File: config.mk
export PLATFORM = sky130hd
export DESIGN_NAME = mdu_iterative
export DESIGN_NICKNAME = d
export VERILOG_FILES = /design/src/rtl/mdu_iterative_pkg.sv /design/src/rtl/mdu_div_step.sv /design/src/rtl/mdu_iterative.sv
export SDC_FILE = /design/constraint.sdc
export NUM_CORES = 2
export LEC_CHECK = 0
export ABC_CLOCK_PERIOD_IN_PS = 8700
export BUFFER_PORTS_ARGS = -buffer_cell sky130_fd_sc_hd__buf_4
export CAP_MARGIN = 10
export CELL_PAD_IN_SITES_DETAIL_PLACEMENT = 1
export CELL_PAD_IN_SITES_GLOBAL_PLACEMENT = 1
export CORE_AREA = 3 3 213 268
export CTS_CLUSTER_SIZE = 10
export DETAILED_ROUTE_END_ITERATION = 6
export DIE_AREA = 0 0 216 271
export PLACE_DENSITY = 0.92
export SYNTH_ARGS = -nofsm -noshare
export SYNTH_HDL_FRONTEND = slang
export SYNTH_SLANG_ARGS = --single-unit
File: constraint.sdc
create_clock -name clk -period 8.7 [get_ports clk]
set_input_delay 0.435 -clock clk [delete_from_list [all_inputs] [get_ports clk]]
set_output_delay 0.435 -clock clk [all_outputs]
set_load 0.005 [all_outputs]
File: src/rtl/mdu_iterative_pkg.sv
// -----------------------------------------------------------------------------
// mdu_iterative_pkg
//   Shared types for the iterative multiply/divide unit:
//     alu_op_type  - EX-stage ALU operation code (base ops plus RV M-extension)
//     mdu_state_t  - control FSM states of mdu_iterative
//     XLEN_WIDTH   - default operand/result width
//   Helper functions classify an op as multiply, divide, signed divide or
//   remainder.
// -----------------------------------------------------------------------------
package mdu_iterative_pkg;

   localparam int XLEN_WIDTH = 32;

   typedef enum logic [4:0] {
      ALU_ADD,
      ALU_SUB,
      ALU_SLL,
      ALU_SLT,
      ALU_SLTU,
      ALU_XOR,
      ALU_SRL,
      ALU_SRA,
      ALU_OR,
      ALU_AND,
      ALU_MUL,
      ALU_MULH,
      ALU_MULHSU,
      ALU_MULHU,
      ALU_DIV,
      ALU_DIVU,
      ALU_REM,
      ALU_REMU
   } alu_op_type;

   typedef enum logic [2:0] {
      IDLE,
      MUL,
      DIV,
      FIX,
      DONE
   } mdu_state_t;

   function automatic logic is_mul_op(input alu_op_type o);
      return o inside {ALU_MUL, ALU_MULH, ALU_MULHSU, ALU_MULHU};
   endfunction

   function automatic logic is_div_op(input alu_op_type o);
      return o inside {ALU_DIV, ALU_DIVU, ALU_REM, ALU_REMU};
   endfunction

   function automatic logic is_signed_div_op(input alu_op_type o);
      return o inside {ALU_DIV, ALU_REM};
   endfunction

   function automatic logic is_rem_op(input alu_op_type o);
      return o inside {ALU_REM, ALU_REMU};
   endfunction

endpackage

File: src/rtl/mdu_div_step.sv
// -----------------------------------------------------------------------------
// mdu_div_step
//   Combinational restoring-division step retiring DIV_BPC quotient bits.
//   The quotient register doubles as the dividend shift register: dividend
//   bits leave at the top while quotient bits enter at the bottom.
// Ports
//   rem_in   in   XLEN  partial remainder (always < divisor)
//   quo_in   in   XLEN  remaining dividend bits / quotient bits so far
//   divisor  in   XLEN  divisor magnitude
//   rem_out  out  XLEN  partial remainder after DIV_BPC steps
//   quo_out  out  XLEN  shift register after DIV_BPC steps
// -----------------------------------------------------------------------------
module mdu_div_step #(
   parameter int XLEN    = 32,
   parameter int DIV_BPC = 1
) (
   input  logic [XLEN-1:0] rem_in,
   input  logic [XLEN-1:0] quo_in,
   input  logic [XLEN-1:0] divisor,
   output logic [XLEN-1:0] rem_out,
   output logic [XLEN-1:0] quo_out
);

   logic [XLEN-1:0] rem_chain [DIV_BPC+1];
   logic [XLEN-1:0] quo_chain [DIV_BPC+1];

   assign rem_chain[0] = rem_in;
   assign quo_chain[0] = quo_in;

   for (genvar gi = 0; gi < DIV_BPC; gi++) begin : g_bit
      logic [XLEN:0] trial;
      logic [XLEN:0] diff;
      logic          fits;

      assign trial = {rem_chain[gi], quo_chain[gi][XLEN-1]};
      assign diff  = trial - {1'b0, divisor};
      // Since rem < divisor, trial < 2*divisor: a clear top bit of the
      // (XLEN+1)-bit difference means no borrow, i.e. trial >= divisor.
      assign fits  = ~diff[XLEN];
      assign rem_chain[gi+1] = fits ? diff[XLEN-1:0] : trial[XLEN-1:0];
      assign quo_chain[gi+1] = {quo_chain[gi][XLEN-2:0], fits};
   end

   assign rem_out = rem_chain[DIV_BPC];
   assign quo_out = quo_chain[DIV_BPC];

endmodule

File: src/rtl/mdu_iterative.sv
// -----------------------------------------------------------------------------
// mdu_iterative
//   Iterative multiply/divide unit for the EX stage covering MUL, MULH,
//   MULHSU, MULHU, DIV, DIVU, REM and REMU behind one control FSM.
//   Multiply retires MUL_BPC multiplier bits per cycle, divide retires
//   DIV_BPC quotient bits per cycle (restoring, on magnitudes) followed by a
//   sign-fix cycle. Divide-by-zero, signed overflow and non-M ops finish in
//   one cycle without iterating.
//   Optional build macro MDU_EARLY_OUT_EN: multiply leaves its loop as soon
//   as the remaining multiplier bits are all zero.
// Ports
//   clk        in   1      clock
//   reset_n    in   1      synchronous active-low reset
//   flush      in   1      kill in-flight op (wins over in_valid)
//   in_valid   in   1      request valid
//   in_ready   out  1      unit idle and able to accept
//   op         in   alu_op_type operation
//   operand1   in   XLEN   rs1 (multiplicand / dividend)
//   operand2   in   XLEN   rs2 (multiplier / divisor)
//   out_valid  out  1      result valid
//   out_ready  in   1      consumer accepts result
//   result     out  XLEN   result
//   exception  out  1      divide-by-zero, qualified by out_valid
//   busy       out  1      state != IDLE
// -----------------------------------------------------------------------------
module mdu_iterative
   import mdu_iterative_pkg::*;
#(
   parameter int XLEN    = XLEN_WIDTH,
   parameter int MUL_BPC = 4,
   parameter int DIV_BPC = 1
) (
   input  logic            clk,
   input  logic            reset_n,
   input  logic            flush,
   input  logic            in_valid,
   output logic            in_ready,
   input  alu_op_type      op,
   input  logic [XLEN-1:0] operand1,
   input  logic [XLEN-1:0] operand2,
   output logic            out_valid,
   input  logic            out_ready,
   output logic [XLEN-1:0] result,
   output logic            exception,
   output logic            busy
);

   localparam int MUL_ITERS = XLEN / MUL_BPC;
   localparam int DIV_ITERS = XLEN / DIV_BPC;
   localparam int MAX_ITERS = (MUL_ITERS > DIV_ITERS) ? MUL_ITERS : DIV_ITERS;
   localparam int CNT_W     = $clog2(MAX_ITERS) + 1;
   localparam logic [CNT_W-1:0] MUL_CNT_INIT = CNT_W'(MUL_ITERS - 1);
   localparam logic [CNT_W-1:0] DIV_CNT_INIT = CNT_W'(DIV_ITERS - 1);
   localparam logic [XLEN-1:0]  XLEN_MIN     = {1'b1, {(XLEN-1){1'b0}}};

   // ---------------------------------------------------------------- state
   mdu_state_t state_reg, state_next;

   logic [CNT_W-1:0]  cnt_reg;
   logic [2*XLEN-1:0] mcand_reg;
   logic [XLEN-1:0]   mplier_reg;
   logic [2*XLEN-1:0] acc_reg;
   logic [XLEN-1:0]   rem_reg;
   logic [XLEN-1:0]   quo_reg;
   logic [XLEN-1:0]   dvsr_reg;
   logic              mul_low_reg;
   logic              rem_sel_reg;
   logic              neg_q_reg;
   logic              neg_r_reg;
   logic [XLEN-1:0]   result_reg;
   logic              exc_reg;

   // -------------------------------------------------- request decode
   logic              op_mul;
   logic              op_div;
   logic              op_div_signed;
   logic              op_rem;
   logic              div_by_zero;
   logic              div_ovf;
   logic              div_special;
   logic              accept;
   logic              rs1_signed;
   logic              rs2_signed;
   logic [2*XLEN-1:0] mcand_init;
   logic [2*XLEN-1:0] acc_init;
   logic [XLEN-1:0]   op1_mag;
   logic [XLEN-1:0]   op2_mag;

   always_comb begin
      op_mul        = is_mul_op(op);
      op_div        = is_div_op(op);
      op_div_signed = is_signed_div_op(op);
      op_rem        = is_rem_op(op);
      div_by_zero   = (operand2 == '0);
      div_ovf       = op_div_signed && (operand1 == XLEN_MIN) && (operand2 == '1);
      div_special   = op_div && (div_by_zero || div_ovf);
      accept        = (state_reg == IDLE) && in_valid && !flush;

      rs1_signed    = (op == ALU_MULH) || (op == ALU_MULHSU);
      rs2_signed    = (op == ALU_MULH);
      mcand_init    = {{XLEN{rs1_signed & operand1[XLEN-1]}}, operand1};
      // The multiplier is iterated as an unsigned XLEN-bit value; a negative
      // signed multiplier is corrected up front by pre-loading the
      // accumulator with -(multiplicand << XLEN).
      acc_init      = (rs2_signed && operand2[XLEN-1]) ?
                      ('0 - {operand1, {XLEN{1'b0}}}) : '0;

      op1_mag = (op_div_signed && operand1[XLEN-1]) ? (~operand1 + 1'b1) : operand1;
      op2_mag = (op_div_signed && operand2[XLEN-1]) ? (~operand2 + 1'b1) : operand2;
   end

   // ------------------------------------------------ multiplier datapath
   logic [2*XLEN-1:0] pp_terms [MUL_BPC];
   logic [2*XLEN-1:0] pp_sum;
   logic [2*XLEN-1:0] acc_step;
   logic [XLEN-1:0]   mplier_next;
   logic              mul_last;

   for (genvar gi = 0; gi < MUL_BPC; gi++) begin : g_pp
      assign pp_terms[gi] = mplier_reg[gi] ? (mcand_reg << gi) : '0;
   end

   always_comb begin
      pp_sum = '0;
      for (int i = 0; i < MUL_BPC; i++) begin
         pp_sum = pp_sum + pp_terms[i];
      end
   end

   assign acc_step    = acc_reg + pp_sum;
   assign mplier_next = mplier_reg >> MUL_BPC;

`ifdef MDU_EARLY_OUT_EN
   // Leave the loop once no multiplier bits remain to be added.
   assign mul_last = (cnt_reg == '0) || (mplier_next == '0);
`else
   assign mul_last = (cnt_reg == '0);
`endif

   // --------------------------------------------------- divider datapath
   logic [XLEN-1:0] rem_step;
   logic [XLEN-1:0] quo_step;
   logic [XLEN-1:0] fix_result;

   mdu_div_step #(
      .XLEN    (XLEN),
      .DIV_BPC (DIV_BPC)
   ) u_div_step (
      .rem_in  (rem_reg),
      .quo_in  (quo_reg),
      .divisor (dvsr_reg),
      .rem_out (rem_step),
      .quo_out (quo_step)
   );

   always_comb begin
      fix_result = '0;
      if (rem_sel_reg) begin
         fix_result = neg_r_reg ? ('0 - rem_reg) : rem_reg;
      end else begin
         fix_result = neg_q_reg ? ('0 - quo_reg) : quo_reg;
      end
   end

   // -------------------------------------------------------------- FSM
   always_ff @(posedge clk) begin
      if (!reset_n) begin
         state_reg <= IDLE;
      end else begin
         state_reg <= state_next;
      end
   end

   always_comb begin
      state_next = state_reg;
      in_ready   = 1'b0;
      busy       = 1'b1;
      out_valid  = 1'b0;
      case (state_reg)
         IDLE: begin
            in_ready = 1'b1;
            busy     = 1'b0;
            if (in_valid) begin
               if (op_mul) begin
                  state_next = MUL;
               end else if (op_div && !div_special) begin
                  state_next = DIV;
               end else begin
                  state_next = DONE;
               end
            end
         end
         MUL: begin
            if (mul_last) begin
               state_next = DONE;
            end
         end
         DIV: begin
            if (cnt_reg == '0) begin
               state_next = FIX;
            end
         end
         FIX: begin
            state_next = DONE;
         end
         DONE: begin
            out_valid = 1'b1;
            if (out_ready) begin
               state_next = IDLE;
            end
         end
         default: begin
            state_next = IDLE;
         end
      endcase
      if (flush) begin
         state_next = IDLE;
      end
   end

   assign exception = out_valid & exc_reg;
   assign result    = result_reg;

   // ------------------------------------------------- datapath registers
   always_ff @(posedge clk) begin
      if (!reset_n) begin
         cnt_reg     <= '0;
         mcand_reg   <= '0;
         mplier_reg  <= '0;
         acc_reg     <= '0;
         rem_reg     <= '0;
         quo_reg     <= '0;
         dvsr_reg    <= '0;
         mul_low_reg <= 1'b0;
         rem_sel_reg <= 1'b0;
         neg_q_reg   <= 1'b0;
         neg_r_reg   <= 1'b0;
         result_reg  <= '0;
         exc_reg     <= 1'b0;
      end else begin
         case (state_reg)
            IDLE: begin
               if (accept) begin
                  mcand_reg   <= mcand_init;
                  mplier_reg  <= operand2;
                  acc_reg     <= acc_init;
                  rem_reg     <= '0;
                  quo_reg     <= op1_mag;
                  dvsr_reg    <= op2_mag;
                  mul_low_reg <= (op == ALU_MUL);
                  rem_sel_reg <= op_rem;
                  neg_q_reg   <= op_div_signed && (operand1[XLEN-1] ^ operand2[XLEN-1]);
                  neg_r_reg   <= op_div_signed && operand1[XLEN-1];
                  cnt_reg     <= op_mul ? MUL_CNT_INIT : DIV_CNT_INIT;
                  result_reg  <= '0;
                  exc_reg     <= 1'b0;
                  if (op_div && div_by_zero) begin
                     result_reg <= op_rem ? operand1 : '1;
                     exc_reg    <= 1'b1;
                  end else if (div_ovf) begin
                     result_reg <= op_rem ? '0 : operand1;
                  end
               end
            end
            MUL: begin
               acc_reg    <= acc_step;
               mcand_reg  <= mcand_reg << MUL_BPC;
               mplier_reg <= mplier_next;
               cnt_reg    <= cnt_reg - 1'b1;
               if (mul_last) begin
                  result_reg <= mul_low_reg ? acc_step[XLEN-1:0] : acc_step[2*XLEN-1:XLEN];
               end
            end
            DIV: begin
               rem_reg <= rem_step;
               quo_reg <= quo_step;
               cnt_reg <= cnt_reg - 1'b1;
            end
            FIX: begin
               result_reg <= fix_result;
            end
            default: begin
            end
         endcase
      end
   end

endmodule

[Word-level counts from Yosys, hierarchy flattened]
Index checks and enable logic that the tools add are counted.
Operators by class
  add/subtract/negate cells: 11
  eq/ne operators: 19
  multiplexer cells: 43
  bitwise logic cells: 7
  reduce and logical (&&, ||, !) cells: 34
Operators with widths (number)
  two-way mux 32 bit: 16
  two-way mux 64 bit: 7
  adder 64 bit: 4
  case mux 64 bit (2 select lines): 2
  case mux 32 bit (2 select lines): 3
  case mux 32 bit (3 select lines): 1
  adder 32 x 1 -> 32 bit (second input constant): 2
  == test 32 bit (second input constant): 2
  inverter 32 bit: 2
  subtractor 1 x 32 -> 32 bit (first input constant): 2
  subtractor 1 x 64 -> 64 bit (first input constant): 1
  subtractor 33 x 32 -> 33 bit: 1
  zero test 32 bit: 1
  == test 5 x 4 -> 1 bit (second input constant): 6
  two-way mux 3 bit: 6
  case mux 3 bit (5 select lines): 1
  case mux 6 bit (2 select lines): 1
  logical AND 1 bit: 11
  == test 5 bit (second input constant): 2
  inequality test 2 bit (second input constant): 5
  nonzero test 2 bit: 5
  AND reduction 2 bit: 4
  nonzero test 4 bit: 2
  == test 3 x 2 -> 1 bit (second input constant): 2
  17 further kinds: 25
Word-level totals
  register bits: 302

[Longest topological paths before layout]
  word-level depth: 12
  depth in mapped cells: 22
  gate-level depth less buffers: 20

[Cells and area by module]
A second synthesis with hierarchy kept.
Unflattened totals
  cells, all modules: 3941
  area total of the unflattened synthesis: 29351.9 sq um
By module, submodules not included
  mdu_iterative: instances 1, cells each 3604, area an instance 26753.2 sq um, seq. area each 6045.8 sq um
  mdu_div_step: instances 1, cells each 337, area an instance 2598.7 sq um, seq. area each 0.0 sq um

[Worst setup path before layout]
OpenSTA, ideal clock, no wires.
  path kind: register -> register
  start: reg mplier_reg[3]
  end: reg result_reg[29], in the netlist result[29]
  setup time: 0.127 ns
  arrival time: 5.258 ns
  required time: 8.573 ns
  setup slack: 3.315 ns
  stages on the path, launching flop included: 23
  cell sequence: dfxtp_1 clkbuf_1 clkbuf_1 nand2_1 fa_1 inv_1 fa_1 inv_1 fa_1 inv_1 ha_1 inv_1 fa_1 nand2b_1 a21oi_1 o21ai_0 a31oi_1 or4b_2 a211oi_1 a211oi_1 and4_1 o311ai_0 a21oi_1
On the way
  cells in the longest elaborated chain, start to end: 6
RTL lines
  start: declaration: line mdu_iterative.sv:61  | logic [XLEN-1:0] mplier_reg;
  start signal: assignment: line mdu_iterative.sv:245  | mplier_reg <= operand2;
  start signal: assignment: line mdu_iterative.sv:268  | mplier_reg <= mplier_next;
  two-way mux 64 bit: line mdu_iterative.sv:120  | assign pp_terms[gi] = mplier_reg[gi] ? (mcand_reg << gi) : '0;
  adder 64 bit: line mdu_iterative.sv:126  | pp_sum = pp_sum + pp_terms[i];
  adder 64 bit: line mdu_iterative.sv:130  | assign acc_step = acc_reg + pp_sum;
  two-way mux 32 bit: line mdu_iterative.sv:271  | result_reg <= mul_low_reg ? acc_step[XLEN-1:0] : acc_step[2*XLEN-1:XLEN];
  two-way mux 32 bit: line mdu_iterative.sv:270  | if (mul_last) begin
  case mux 32 bit (3 select lines): line mdu_iterative.sv:241  | case (state_reg)
  end signal: assignment: line mdu_iterative.sv:258  | result_reg <= op_rem ? operand1 : '1;
  end signal: assignment: line mdu_iterative.sv:271
  end signal: assignment: line mdu_iterative.sv:280  | result_reg <= fix_result;
  end: declaration: line mdu_iterative.sv:70  | logic [XLEN-1:0] result_reg;
No other way between the ends. The select of a mux whose other input is x is not followed.
A chain may end at the register's enable or synchronous reset.

[Worst setup path in the final report]
  start: reg mplier_reg[2]
  end: reg result_reg[29], in the netlist result[29]
On the way
  cells in the longest elaborated chain, start to end: 7
RTL lines (line)
  two-way mux 64 bit: mdu_iterative.sv:120
  adder 64 bit (2 in a row): mdu_iterative.sv:126
  adder 64 bit: mdu_iterative.sv:130
  two-way mux 32 bit: mdu_iterative.sv:271
  two-way mux 32 bit: mdu_iterative.sv:270
  case mux 32 bit (3 select lines): mdu_iterative.sv:241
No other way between the ends. The select of a mux whose other input is x is not followed.

==> impl_metrics.toml <==
[detailed_routing]
vias_per_cell = 6.450
drcViolationCount = 10
firstDrtPassIters = 7
drt_wl_total_um = 115600
final_antenna_net_count = 0
routedWlPerCell_um = 25.95
vias = 28730
first_iter_violations = 2961

[logic_synthesis]
ys_warn_count = 0
ys.flop_type = "dfxtp_1"
yosysMostFrequentCell = "nand2_1"
syn-instance-count = 3760
netlist_area_um2 = 27830
yosysUniqueCellTypes = 74
synth_edf_count = 0
synth_nets = 4121
synth-async-reset-ratio_pct = 0
netlist_top_cells_area = "dfxtp_1, fa_1, nand2_1"
ys_seq_area_share_pct = 21.72
yosys.area.top_type = "dfxtp_1"
ys_top_cells_by_count = "nand2_1, inv_1, nor2_1"
synth_top_area_share_pct = 21.72
synth-seq-cells = 302
syn_area_per_cell_um2 = 7.402

[global_routing]
grt_max_degree = 89
globalRouteTotalUtil_pct = 38.84
antenna_found_initial = 4
grt_pass1_vias = 29950
grt_pass1_wl_um = 177300
overflow = 0

[setup_path]
reg2reg_slack_ns = 1.73
crit_type = "flop to flop"
timing.rr.start = "mplier_reg[2]$_SDFFE_PN0P_"
r2r_end = "result[29]$_SDFFE_PN0P_"
cp_max_fo = 39
startpoint_type = "flop"
cp.arrival_ns = 7.41
crit_path_end = "result[29]$_SDFFE_PN0P_"
end_kind = "flop"
crit_chain = "buf_4 -> nand2_1 -> fa_1 -> inv_1 -> fa_1 -> inv_1 -> fa_1 -> inv_1 -> ha_1 -> and4_1 -> nor3b_1 -> inv_1 -> o211ai_1 -> a211oi_1 -> nor3_1 -> a211oi_1 -> and4_1 -> o311ai_0 -> a21oi_1"
worstPathRequired_ns = 9.14
slowest_delay_ns = 0.75
slowest_stage = "dfxtp_2"
rr_worst_depth = 19
crit_path_start = "mplier_reg[2]$_SDFFE_PN0P_"
worst_path_most_repeated_cell = "inv_1"

[floorplan]
die_w_um = 216
core_um2 = 54770
rows = 96
die_area_um2 = 58540
die_h_um = 271
io-pin-count = 110
start_util_pct = 50.82

[outcome]
violations = "design-rule violations"
status = "complete, but fails checks"

[final_layout]
final_nets = 4056
nFillCells = 6963
layout-drive-gt1-share_pct = 6.410
areaGrowthSynthToFinish_pct = 8.456

[place]
place.port_buffers = 109
place.detailed.hpwl_um = 86310
place_congestion = 1.046

[clock_tree]
cts_buffers = 39
root_buffer = "clkbuf_16"
path_clk_slew_ns = 0.06
clk_latency_ns = 0.60
clock_path_buffers = 3
cts.sinks = 302
ctsResizeCount = 0
cts_hold_buf = 0
postCtsSetupBuffers = 0
htree_levels = 2
cts_tree = "yes"

[power]
power_density_nw_per_um2 = 127.9
p_total_mw = 3.861
peakVddDrop_mv = 0.1463
leakagePower_nw = 13.16

[timing]
skew_ns = 0.02556
tns_ns = 0
tightest_slew_ns = 1.151
rsz0062_at_grt = "no"
period_needed_ns = 6.972
fmax_mhz = 143.4
slew_viol_final = 0
relSlewSlack_pct = 23.28
setup_viol = 0
post-route-period-util_pct = 80.14
hold_violations = 0

[flow_run]
drv_cap = 0

[worst_hold_path]
hold_class = "input port to flop"
## final cells by class
| class | instances | area, um^2 | share of cell area [%] |
|---|---|---|---|
| repair buffers | 140 | 1051 | 3.482 |
| diodes | 6 | 15.01 | 0.04974 |
| well taps | 735 | 919.6 | 3.047 |
| clock buffers | 52 | 1096 | 3.631 |
| multi-input cells | 2736 | 19130 | 63.38 |
| flip-flops and latches | 302 | 6052 | 20.05 |
| clock inverters | 7 | 128.9 | 0.4269 |
| inverters | 476 | 1792 | 5.936 |
## worst max-delay path: cells and delay by family, from the launching register on
kind / cells / cell delay (ns)
AOI/OAI and AO/OA: 5 / 1.59
adders and majority gates: 4 / 2.08
buffers and inverters: 5 / 0.85
DFF: 1 / 0.75
and+or+nand+nor: 5 / 1.50
## per-layer routing
| layer | GRT usage, % | wire, um | share of wire (%) |
|---|---|---|---|
| met1 | 44.89 | 42010 | 36 |
| met5 | 0 | 0 | 0 |
| met3 | 8.459 | 10220 | 8.8 |
| met4 | 27.40 | 9979 | 8.6 |
| met2 | 63.88 | 53390 | 46 |
## metrics by stage
stage	area, um^2	util (%)	cells	setup slack (ns)	hold slack, ns
2_1_floorplan	27830	-	3760	3.315	0.4319
5_1_grt	30170	55.08	4448	1.488	0.1352
4_1_cts	30170	55.08	4448	1.805	0.1276
6_report	30190	55.11	4454	1.728	0.1413
3_5_place_dp	28950	52.85	4389	1.879	0.4487
3_3_place_gp	28950	52.85	4389	2.145	0.4406
## how the worst min path moves through the flow
| stage | start | end | cells after the start |
|---|---|---|---|
| 6_report | operand2[28] | mplier_reg[28]$_SDFFE_PN0P_ | 3 |
| 2_1_floorplan | dvsr_reg[18]$_SDFFE_PN0P_ | dvsr_reg[18]$_SDFFE_PN0P_ | 2 |
| 5_1_grt | operand2[29] | mplier_reg[29]$_SDFFE_PN0P_ | 3 |
| 3_3_place_gp | dvsr_reg[22]$_SDFFE_PN0P_ | dvsr_reg[22]$_SDFFE_PN0P_ | 2 |
| 3_5_place_dp | dvsr_reg[22]$_SDFFE_PN0P_ | dvsr_reg[22]$_SDFFE_PN0P_ | 2 |
| 4_1_cts | operand1[1] | mcand_reg[1]$_SDFFE_PN0P_ | 3 |
## cells by family (layout without fill, tap and decap cells)
group                    after synthesis  count (layout)  synth area share, %
AO/OA/AOI/OAI                        927             927                22.35
AND/OR/NAND/NOR                     1281            1281                20.54
flip-flops                           302             302                21.72
multiplexers                          17              17               0.6248
XOR/XNOR                             224             224                7.049
adder cells (fa/ha/maj)              287             287                17.89
buffers and inverters                722             675                9.831
other                                  0               6                    0
## power by group
part / switching [mW] / internal (mW)
combinational: 0.452 / 0.221
clock: 0.699 / 0.964
sequential: 0.0824 / 1.44
## layout by cell type (no fill, tap or decap), drive strengths merged, types with 29 or more instances in the layout
cell,instances
ha,102
nand2,536
buf,140
nor3,50
inv,477
a31oi,33
and2,90
nor2,363
a221oi,69
a21o,79
nand4,36
nand3,51
fa,185
a211oi,42
a311oi,61
clkbuf,52
xnor2,123
o21ai,174
nor4,29
xor2,101
dfxtp,302
a22oi,40
a21oi,237
Power figures use the tool's default switching activity.
